<file path="src/rtl/disp_pkg.sv">
// Shared types for the seven-segment display path: digit select, nibble,
// packed four-digit word, and the double-buffered display record.
package disp_pkg;

  localparam int NUM_DIGITS = 4;
  localparam int SEL_W      = 2;
  localparam int NIB_W      = 4;

  typedef logic [SEL_W-1:0]            digit_sel_t;
  typedef logic [NIB_W-1:0]            nibble_t;
  typedef logic [NUM_DIGITS*NIB_W-1:0] disp_word_t;
  typedef logic [NUM_DIGITS-1:0]       digit_mask_t;

  typedef struct packed {
    disp_word_t  value;
    digit_mask_t dp;
    digit_mask_t en;
  } disp_buf_t;

  function automatic nibble_t pick_nibble(input disp_word_t w, input digit_sel_t s);
    return w[NIB_W*int'(s) +: NIB_W];
  endfunction

endpackage

</file>
<file path="src/rtl/tick_gen.sv">
// Free-running prescaler: emits a one-cycle tick every DIV enabled cycles.
// The count freezes while en is low so a paused slot resumes where it stopped.
module tick_gen #(
  parameter int DIV   = 100000,
  parameter int CNT_W = $clog2(DIV)
) (
  input  logic clk,
  input  logic reset,
  input  logic en,
  output logic tick
);

  logic [CNT_W-1:0] cnt_q;
  logic [CNT_W-1:0] cnt_d;

  always_comb begin
    tick  = en && (cnt_q == CNT_W'(DIV - 1));
    cnt_d = cnt_q;
    if (en) begin
      cnt_d = tick ? '0 : cnt_q + CNT_W'(1);
    end
  end

  always_ff @(posedge clk or posedge reset) begin
    if (reset) begin
      cnt_q <= '0;
    end else begin
      cnt_q <= cnt_d;
    end
  end

endmodule

</file>
<file path="src/rtl/disp_scan_ctrl.sv">
// Four-digit seven-segment scan controller: rotates the digit select and
// steers double-buffered display data that only changes on frame boundaries.
module disp_scan_ctrl
  import disp_pkg::*;
#(
  parameter int REFRESH_DIV = 100000,
  parameter int CNT_W       = $clog2(REFRESH_DIV)
) (
  input  logic        clk,
  input  logic        reset,
  input  logic        en,
  input  logic        load,
  input  disp_word_t  value,
  input  digit_mask_t dp_mask,
  input  digit_mask_t digit_en,
  output digit_sel_t  an_sel,
  output nibble_t     nibble,
  output logic        dp,
  output logic        blank,
  output logic        frame_tick,
  output logic        pending
);

  logic       tick;
  logic       boundary;
  digit_sel_t sel_q, sel_d;
  disp_buf_t  shadow_q, shadow_d;
  disp_buf_t  active_q, active_d;
  logic       pending_q, pending_d;
  logic       frame_tick_q, frame_tick_d;

  tick_gen #(
    .DIV   (REFRESH_DIV),
    .CNT_W (CNT_W)
  ) u_tick_gen (
    .clk   (clk),
    .reset (reset),
    .en    (en),
    .tick  (tick)
  );

  // A load on the boundary cycle still promotes the old shadow; the new
  // data waits in the shadow for the following frame.
  always_comb begin
    sel_d        = sel_q;
    shadow_d     = shadow_q;
    active_d     = active_q;
    pending_d    = pending_q;
    boundary     = tick && (sel_q == SEL_W'(NUM_DIGITS - 1));
    frame_tick_d = boundary;

    if (tick) begin
      sel_d = sel_q + SEL_W'(1);
    end
    if (boundary) begin
      active_d  = shadow_q;
      pending_d = 1'b0;
    end
    if (load) begin
      shadow_d.value = value;
      shadow_d.dp    = dp_mask;
      shadow_d.en    = digit_en;
      pending_d      = 1'b1;
    end
  end

  always_ff @(posedge clk or posedge reset) begin
    if (reset) begin
      sel_q        <= '0;
      shadow_q     <= '0;
      active_q     <= '0;
      pending_q    <= 1'b0;
      frame_tick_q <= 1'b0;
    end else begin
      sel_q        <= sel_d;
      shadow_q     <= shadow_d;
      active_q     <= active_d;
      pending_q    <= pending_d;
      frame_tick_q <= frame_tick_d;
    end
  end

  assign an_sel     = sel_q;
  assign nibble     = pick_nibble(active_q.value, sel_q);
  assign dp         = active_q.dp[sel_q];
  assign blank      = ~active_q.en[sel_q];
  assign frame_tick = frame_tick_q;
  assign pending    = pending_q;

endmodule
</file>
<file path="config.mk">
export PLATFORM = sky130hd
export DESIGN_NAME = disp_scan_ctrl
export DESIGN_NICKNAME = d
export VERILOG_FILES = /design/src/rtl/disp_pkg.sv /design/src/rtl/tick_gen.sv /design/src/rtl/disp_scan_ctrl.sv
export SDC_FILE = /design/constraint.sdc
export NUM_CORES = 1
export LEC_CHECK = 0
export BUFFER_PORTS_ARGS = -buffer_cell sky130_fd_sc_hd__buf_2
export CAP_MARGIN = 40
export CORE_MARGIN = 5
export CORE_UTILIZATION = 57
export DETAILED_ROUTE_END_ITERATION = 8
export PLACE_DENSITY = 0.9
export SETUP_SLACK_MARGIN = 0.5
export SLEW_MARGIN = 40
export SYNTH_ARGS = -nofsm -noshare
export SYNTH_HDL_FRONTEND = slang
export SYNTH_HIERARCHICAL = 1
export SYNTH_SLANG_ARGS = --single-unit
</file>
<file path="constraint.sdc">
create_clock -name clk -period 2.7 [get_ports clk]
set_input_delay 0.675 -clock clk [delete_from_list [all_inputs] [get_ports clk]]
set_output_delay 0.675 -clock clk [all_outputs]
set_load 0.01 [all_outputs]
</file>
==> results.toml, run 1 <==
[outcome]
status = "finished clean"

[synth]
netlist_area_um2 = 3000
syn_nets = 230
synth-edff-count = 0
ys_seq_area_frac = 0.576
synth-simple-area-share = 0.0835
synthArstFlopShare = 1.00
ys_warn_count = 6
synth_top_area_share = 0.576
syn_area_per_cell_um2 = 15.0
synthTopCellsByCount = "69 x dfrtp_1, 31 x mux2_2, 18 x mux2_4"
yosys.area_share.adder = 0.00835
yosys_register_bits = 69
netlist_instances = 200
synth_cell_type_count = 28
synthTopCellsByArea = "dfrtp_1 58%, mux2_2 12%, mux2_4 9.0%, mux4_2 4.5%, xnor2_1 2.6%"
synth_top_family_by_area = "multiplexers"
yosys.area.top_type = "dfrtp_1"
synthXorXnorAreaFrac = 0.0467
synth_flop_cell = "dfrtp_1"
synth_compound_area_frac = 0.00626
synthMuxAreaShare = 0.252
synth.most_common_cell = "dfrtp_1"

[grt]
grt_max_degree = 53
grt_pass1_vias = 1928
overflow = 0
antenna_found_initial = 0
grt_pass1_wl_mm = 9.45
grt_usage = 0.192

[place]
hpwl_mm = 3.62
place.gp.congestion = 0.848
portBuffers = 37

[sta]
period_share = 0.836
hold_ws_ps = 376
slew_headroom = 0.564
slew_viol_final = 0
timing.fmax_ghz = 0.443
setup_viol = 0
hold_viol_final = 0
period_needed_ps = 2260
rsz0062_at_grt = "yes"
tightest_slew_ps = 653
tns_ps = 0
finalClockSkew_ps = 7.32

[drt]
ant_nets = 0
wl_met1_mm = 2.30
vias = 1752
wl_met3_um = 303
dr_wl_met2_mm = 2.77
dr.max_layer_used = "met4"
vias_per_cell = 5.51
first_pass_iters = 4
drc = 0
routed_wl_mm = 5.52
wire_per_inst_um = 17.4
drt-initial-drc-count = 150

[setup_path]
path_cells = "mux4_2 > inv_2 > buf_6"
arrival_ps = 1580
path_class = "flop to output port"
cp-start-kind = "flop"
crit_slowest_cell = "mux4_2"
r2r_cells = 4
crit_required_ps = 2030
slowest_delay_ps = 570
worstReg2RegEnd = "an_sel[1]$_DFFE_PP0P_"
ff2ff_setup_slack_ps = 540
r2r-start = "u_tick_gen/cnt_q[13]$_DFFE_PP0P_"
cp_max_fo = 8
critPathCaptureType = "output port"

[power_and_ir_drop]
power_density_nw_per_um2 = 611
p_total_mw = 2.11
p_leak_nw = 1.68
vdd_drop_max_v = 0.000360

[die]
die_area_um2 = 6810
core_um2 = 5110
io_pins = 38
die_y_um = 82.5
start_util = 0.587
die_w_um = 82.5
rows = 26

[clock_network]
clk_path_buf_depth = 2
clock_latency_ps = 340
cts.clk_slew.worst_paths_ps = 70
postCtsHoldBufs = 0
cts_tree = "yes"
cts_root_buffer = "clkbuf_8"
cts_sinks = 69
h-tree-depth = 3
numCtsBuffers = 9

[finish]
finalNetCount = 273
n_antenna_cell = 0
drive_gt1_frac = 0.464
area_delta_synth_final_pct = 15.4
n_fill_cell = 370

[run]
max_cap_viol_count = 0

[min_path]
hp-class = "primary input to asynchronous set/reset pin"
logic make-up (layout without fill, tap and decap cells):
kind of cell,Yosys count,in the layout
compound gates,3,3
xor+xnor,16,16
fa+ha+maj,2,2
buf+inv,14,62
flops,69,69
mux,55,55
simple gates,41,41
layer usage:
layer  up-vias  global-route usage
met4         0               0.114
met2        66               0.292
met1       875               0.242
li1        797                   -
met5         -                   0
met3        14              0.0586
power breakdown:
group          total [mW]  switching [mW]  internal [mW]
combinational       0.191          0.0941         0.0966
clock               0.735           0.351          0.384
sequential           1.19          0.0767           1.11
total                2.11           0.521           1.59
worst max-delay path, delay by kind of cell, from the launching register on:
family | cells | cell delay, ps
buf+inv | 2 | 160
flops | 1 | 520
mux | 1 | 570
area by class of cell:
cell class | count | area (µm²) | share of cell area
well taps | 70 | 87.6 | 0.0253
clock inverters | 1 | 5.00 | 0.00145
repair buffers | 40 | 251 | 0.0727
flip-flops and latches | 69 | 1730 | 0.500
clock buffers | 15 | 166 | 0.0481
multi-input cells | 117 | 1200 | 0.346
inverters | 6 | 22.5 | 0.00651
placed cells by master (no fill, tap or decap):
cell	netlist	routed
mux4_2	6	6
nand4_2	1	1
nor4b_2	1	1
buf_6	3	5
nand2_8	0	1
o21ai_1	1	1
nor2_1	11	11
clkbuf_1	1	4
buf_12	0	1
a21o_1	1	1
mux2_2	31	31
xnor2_1	9	9
nor4_1	4	4
inv_2	0	2
clkinv_2	0	1
or4_4	1	1
nand2b_1	2	2
dfrtp_2	0	1
clkbuf_8	0	11
nor3_1	2	2
or3_1	1	1
nand4_1	7	7
nand2_1	4	4
buf_4	1	2
mux2_4	18	18
nor4_4	1	1
xor2_1	7	7
buf_2	3	32
dfrtp_1	69	68
nand3_1	5	5
ha_1	2	2
o22ai_1	1	1
inv_1	6	4
flip-flops by register name (all words and copies together) (netlist names):
| signal | flops |
|---|---|
| u_tick_gen/cnt_q | 17 |
| pending | 1 |
| frame_tick | 1 |
| active_q | 24 |
| shadow_q | 24 |
| an_sel | 2 |
worst max path at each step:
| stage | start | to | slack, ps |
|---|---|---|---|
| after floorplan | u_tick_gen/cnt_q[13]$_DFFE_PP0P_ | active_q[13]$_DFFE_PP0P_ | 450 |
| after global placement | an_sel[0]$_DFFE_PP0P_ | blank | 600 |
| after detailed placement | en | active_q[11]$_DFFE_PP0P_ | 540 |
| after CTS | an_sel[0]$_DFFE_PP0P_ | blank | 400 |
| after global routing | an_sel[0]$_DFFE_PP0P_ | blank | 350 |
| final | an_sel[0]$_DFFE_PP0P_ | blank | 440 |
timing repair:
action	in CTS	in global routing
buffers inserted	1	0
endpoints found under the setup margin	6	24
resized for setup	3	5
per-stage QoR:
step | util | setup slack (ps) | area, µm² | instances
after global routing | 0.677 | 349 | 3460 | 318
after global placement | 0.634 | 598 | 3240 | 301
after floorplan | - | 453 | 3000 | 200
after detailed placement | 0.634 | 536 | 3240 | 301
final | 0.677 | 444 | 3460 | 318
after CTS | 0.672 | 401 | 3430 | 318
Note: power is estimated with default switching activity, not from simulation.
==> run 2, diff against run 1 <==
==> constraint.sdc (replaced) <==
create_clock -name clk -period 2.3 [get_ports clk]
set_input_delay 0.575 -clock clk [delete_from_list [all_inputs] [get_ports clk]]
set_output_delay 0.575 -clock clk [all_outputs]
set_load 0.01 [all_outputs]
==> run 2 against run 1 <==
Setup slack worse by 290 ps. Global-route usage increased by 1.4 points. Clock skew increased by 7.1 ps. Core utilization increased by 5.3 points. Critical path type is now flop to flop. Critical endpoint is now active_q[17]$_DFFE_PP0P_. Highest routed layer unchanged.
==> results.toml, run 2 (synthesis results as in run 1) <==
[sta]
hold_viol_final = 0
setup_viol = 0
slew_headroom = 0.441
slew_viol_final = 0
period_needed_ps = 2150
rsz0062_at_grt = "yes"
tns_ps = 0
timing.fmax_ghz = 0.465
tightest_slew_ps = 838
period_share = 0.934
finalClockSkew_ps = 14.4

[setup_path]
critPathCaptureType = "flop"
path_class = "flop to flop"
arrival_ps = 2360
r2r_cells = 6
cp-start-kind = "flop"
cp_max_fo = 7
crit_required_ps = 2510

[drt]
first_pass_iters = 4
vias = 1848
wl_met3_um = 464
dr_wl_met2_mm = 3.18
dr.max_layer_used = "met4"
wl_met1_mm = 2.76
vias_per_cell = 5.65
routed_wl_mm = 6.66
ant_nets = 0
drt-initial-drc-count = 165
drc = 0
wire_per_inst_um = 20.4

[clock_network]
h-tree-depth = 3
cts.clk_slew.worst_paths_ps = 70
cts_tree = "yes"
numCtsBuffers = 9
cts_sinks = 69
cts_root_buffer = "clkbuf_8"
postCtsHoldBufs = 0
clk_path_buf_depth = 2
clock_latency_ps = 340

[power_and_ir_drop]
p_sw_frac = 0.251
combPwrFrac = 0.106
pwr-share-seq = 0.541
p_clk_frac = 0.353
p_int_mw = 1.94
power_density_nw_per_um2 = 694
p_switching_mw = 0.650
p_total_mw = 2.59
p_leak_nw = 1.73
vdd_drop_max_v = 0.000550

[finish]
n_antenna_cell = 0
finalNetCount = 284
drive_gt1_frac = 0.541
multi_input_area_um2 = 1340
area_delta_synth_final_pct = 24.3
n_fill_cell = 311
reg.largest.list = "active_q: 24 flops, shadow_q: 24 flops, u_tick_gen/cnt_q: 17 flops"
layout_commonest_cell = "dfrtp_1"
final_cell_mix = "66 x dfrtp_1, 32 x buf_2, 30 x mux2_2"
seq_area_um2 = 1730

[place]
hpwl_mm = 3.56
portBuffers = 37
place.gp.congestion = 0.769

[die]
die_area_um2 = 6810
die_w_um = 82.5
rows = 26
die_y_um = 82.5
start_util = 0.587
core_um2 = 5110
io_pins = 38

[grt]
grt_usage = 0.206
antenna_found_initial = 0
overflow = 0
grt_pass1_vias = 2012
grt_max_degree = 30
grt_pass1_wl_mm = 10.3

[min_path]
hp-class = "primary input to asynchronous set/reset pin"

[run]
max_cap_viol_count = 0

[outcome]
status = "finished clean"
-- run 2: power groups by stage --
stage / Combinational (mW) / Sequential (mW) / Clock, mW
3_3_place_gp: 0.207 / 1.40 / 0
6_report: 0.274 / 1.40 / 0.913
3_5_place_dp: 0.217 / 1.41 / 0
5_1_grt: 0.302 / 1.41 / 0.983
4_1_cts: 0.220 / 1.39 / 0.913
2_1_floorplan: 0.168 / 1.39 / 0
-- run 2: area by class of cell --
type	instances	share of cell area
Clock buffer	13	0.0480
Sequential cell	69	0.464
Multi-Input combinational cell	120	0.360
Inverter	6	0.00705
Tap cell	70	0.0235
Timing Repair Buffer	48	0.0963
Clock inverter	1	0.00134
-- run 2: worst max-delay path, cell delays in order (launching register included) --
cell and delay [ps]:
dfrtp_1 420, ha_1 270, nand4_1 220, nor4_4 390, buf_6 250, nand2_8 120
mux2_4 340
-- run 2: metal layers --
layer / track usage / up-vias
met2: 0.306 / 80
met3: 0.0466 / 25
li1: - / 819
met1: 0.280 / 924
met5: 0 / -
met4: 0.113 / 0
-- run 2: what timing repair did --
| action | in CTS | in global routing |
|---|---|---|
| pin swaps | 4 | 13 |
| endpoints found under the setup margin | 34 | 42 |
| gates resized for setup | 16 | 27 |
| buffers inserted | 6 | 2 |
| gates cloned | 3 | 1 |
-- run 2: metrics by stage --
stage | instance area, µm² | setup slack (ps) | utilization | hold WS [ps] | instances
CTS | 3580 | 197 | 0.701 | 327 | 324
global placement | 3240 | 219 | 0.635 | 476 | 301
floorplan | 3020 | 140 | - | 463 | 200
detailed placement | 3240 | 144 | 0.635 | 476 | 301
global route | 3730 | 111 | 0.730 | 353 | 327
finish | 3730 | 152 | 0.730 | 322 | 327
-- run 2: worst paths after layout --
kind / startpoint / slack [ps] / end
max in group asynchronous: reset / 1470 / an_sel[0]$_DFFE_PP0P_
min in group clk: dp_mask[1] / 460 / shadow_q[5]$_DFFE_PP0P_
hold reg to reg: pending$_DFFE_PP0P_ / 490 / pending$_DFFE_PP0P_
setup reg to reg: u_tick_gen/cnt_q[0]$_DFFE_PP0P_ / 150 / active_q[17]$_DFFE_PP0P_
hold / removal: reset / 320 / shadow_q[9]$_DFFE_PP0P_
setup / recovery: u_tick_gen/cnt_q[0]$_DFFE_PP0P_ / 150 / active_q[17]$_DFFE_PP0P_
==> run 3, diff against run 2 <==
--- a/config.mk
+++ b/config.mk
@@ -5,10 +5,11 @@
 export SDC_FILE = /design/constraint.sdc
 export NUM_CORES = 1
 export LEC_CHECK = 0
+export ABC_AREA = 1
 export BUFFER_PORTS_ARGS = -buffer_cell sky130_fd_sc_hd__buf_2
 export CAP_MARGIN = 40
 export CORE_MARGIN = 5
-export CORE_UTILIZATION = 57
+export CORE_UTILIZATION = 58
 export DETAILED_ROUTE_END_ITERATION = 8
 export PLACE_DENSITY = 0.9
 export SETUP_SLACK_MARGIN = 0.5
==> run 3 against run 2 <==
Area after synthesis up 12%. Synthesized cell count up 100%. Via count up 48%. Routed wire length up 8.0%.
==> results.toml, run 3 <==
[outcome]
status = "finished clean"

[place]
placed_area_um2 = 3560
portBuffers = 37
place.gp.congestion = 0.883
hpwl_mm = 4.71

[setup_path]
critPathCaptureType = "output port"
cp_max_fo = 5
cp-start-kind = "flop"
slowest_delay_ps = 490
path_class = "flop to output port"
crit_required_ps = 1730
path_cells = "buf_6 > nand2_1 > nand3_1 > nand2_1 > buf_6"
crit_slowest_cell = "dfrtp_2"
arrival_ps = 1340

[clock_network]
clock_latency_ps = 360
numCtsBuffers = 9
clk_path_buf_depth = 2
h-tree-depth = 3
postCtsHoldBufs = 0
cts.clk_slew.worst_paths_ps = 80
cts_root_buffer = "clkbuf_8"
cts_sinks = 69
cts_tree = "yes"

[synth]
syn_area_per_cell_um2 = 8.29
synth_cell_type_count = 29
netlist_instances = 404
synth-edff-count = 0
yosys.area.top_type = "dfrtp_1"
synthTopCellsByCount = "113 x nand2_1, 69 x dfrtp_1, 64 x inv_1"
synthTopCellsByArea = "dfrtp_1 52%, nand2_1 13%, inv_1 7.2%, o21ai_2 4.2%, o21ai_0 3.6%"
ys_seq_area_frac = 0.516
syn_nets = 434
yosys_register_bits = 69
ys_warn_count = 6
synthArstFlopShare = 1.00
synth.most_common_cell = "nand2_1"
netlist_area_um2 = 3350
synth_flop_cell = "dfrtp_1"
synth_top_area_share = 0.516

[finish]
area_delta_synth_final_pct = 17.7
final_area_um2 = 3940
drive_gt1_frac = 0.288
n_fill_cell = 411
finalNetCount = 483
fin_util = 0.707
reg.largest.list = "active_q: 24 flops, shadow_q: 24 flops, u_tick_gen/cnt_q: 17 flops"
n_antenna_cell = 0
final_cell_mix = "102 x nand2_1, 67 x dfrtp_1, 61 x inv_1"
layout_commonest_cell = "nand2_1"

[die]
rows = 27
die_area_um2 = 7390
core_um2 = 5570
start_util = 0.601
io_pins = 38
die_w_um = 86.0
die_y_um = 86.0

[drt]
first_pass_iters = 5
drt-initial-drc-count = 220
vias_per_cell = 5.16
ant_nets = 0
drc = 0
vias = 2735
wire_per_inst_um = 13.6
routed_wl_mm = 7.19

[sta]
rsz0062_at_grt = "yes"
hold_viol_final = 0
finalClockSkew_ps = 9.69
tightest_slew_ps = 718
tns_ps = 0
period_share = 0.832
slew_viol_final = 0
period_needed_ps = 1910
timing.fmax_ghz = 0.522
slew_headroom = 0.521
setup_viol = 0

[min_path]
hp-class = "primary input to asynchronous set/reset pin"

[grt]
grt_max_degree = 51
grt_usage = 0.198
overflow = 0
grt_pass1_vias = 2638
grt_pass1_wl_mm = 11.5
antenna_found_initial = 0

[power_and_ir_drop]
power_density_nw_per_um2 = 688
vdd_drop_max_v = 0.000534
p_total_mw = 2.71
p_leak_nw = 2.00

[run]
max_cap_viol_count = 0
## run 3: cell types whose count changed after synthesis, sizes merged, moves of 6 or more
cell | previous run | this run
mux2 | 49 | 0
inv | 6 | 69
xnor2 | 9 | 2
nand3 | 5 | 21
nor2 | 11 | 35
nand2 | 5 | 123
mux4 | 6 | 0
o21ai | 1 | 51
## run 3: critical path, delay by kind of cell (launching register included)
| kind | cells | cell delay [ps] |
|---|---|---|
| flops | 1 | 490 |
| simple gates | 3 | 230 |
| buf+inv | 2 | 270 |
## run 3: power breakdown
part	switching (mW)	leakage, nW	internal, mW
sequential	0.0897	0.879	1.31
clock	0.498	0.0820	0.394
combinational	0.274	1.04	0.141
## run 3: layout make-up
type | count | area, µm² | area share
sequential | 69 | 1730 | 0.439
multi-input combinational | 253 | 1330 | 0.339
timing repair buffer | 51 | 345 | 0.0876
inverter | 69 | 268 | 0.0680
clock buffer | 9 | 124 | 0.0314
tap | 72 | 90.1 | 0.0229
clock inverter | 7 | 50.0 | 0.0127
## run 3: kinds of logic after synthesis
group / synth area share
AO/OA/AOI/OAI: 0.104
XOR/XNOR: 0.0183
adder cells (fa/ha/maj): 0.00747
buffers and inverters: 0.110
flip-flops: 0.516
AND/OR/NAND/NOR: 0.244
## run 3: layer usage
metal	track usage	routed length, µm	vias up
li1	-	-	1333
met1	0.241	3060	1299
met2	0.333	3630	83
met3	0.0528	366	20
met4	0.0763	136	0
met5	0	0	-
## run 3: through the flow
step                      hold slack (ps)  std cells  setup slack [ps]
after CTS                             275        522               402
final                                 263        530               385
after global routing                  307        530               337
after detailed placement              472        503               369
after global placement                467        503               417
after floorplan                       455        404               619
## run 3: path summary, 6_finish.rpt
kind / cells after the start / slack [ps] / from / endpoint
worst max-delay path: 5 / 390 / an_sel[0]$_DFFE_PP0P_ / nibble[2]
min in group clk: 3 / 420 / digit_en[3] / shadow_q[3]$_DFFE_PP0P_
worst min-delay path: 2 / 260 / reset / active_q[22]$_DFFE_PP0P_
worst min register to register: 2 / 490 / active_q[20]$_DFFE_PP0P_ / active_q[20]$_DFFE_PP0P_
max in group asynchronous: 3 / 1530 / reset / active_q[5]$_DFFE_PP0P_
worst max register to register: 9 / 610 / u_tick_gen/cnt_q[1]$_DFFE_PP0P_ / active_q[7]$_DFFE_PP0P_
## run 3: timing repair
| item | in CTS | in global routing |
|---|---|---|
| setup buffers | 3 | 7 |
| endpoints found under the setup margin | 31 | 31 |
| gates cloned | 0 | 1 |
| resized for setup | 7 | 28 |
| pin swaps | 0 | 19 |
| hold endpoints to repair | 0 | 0 |
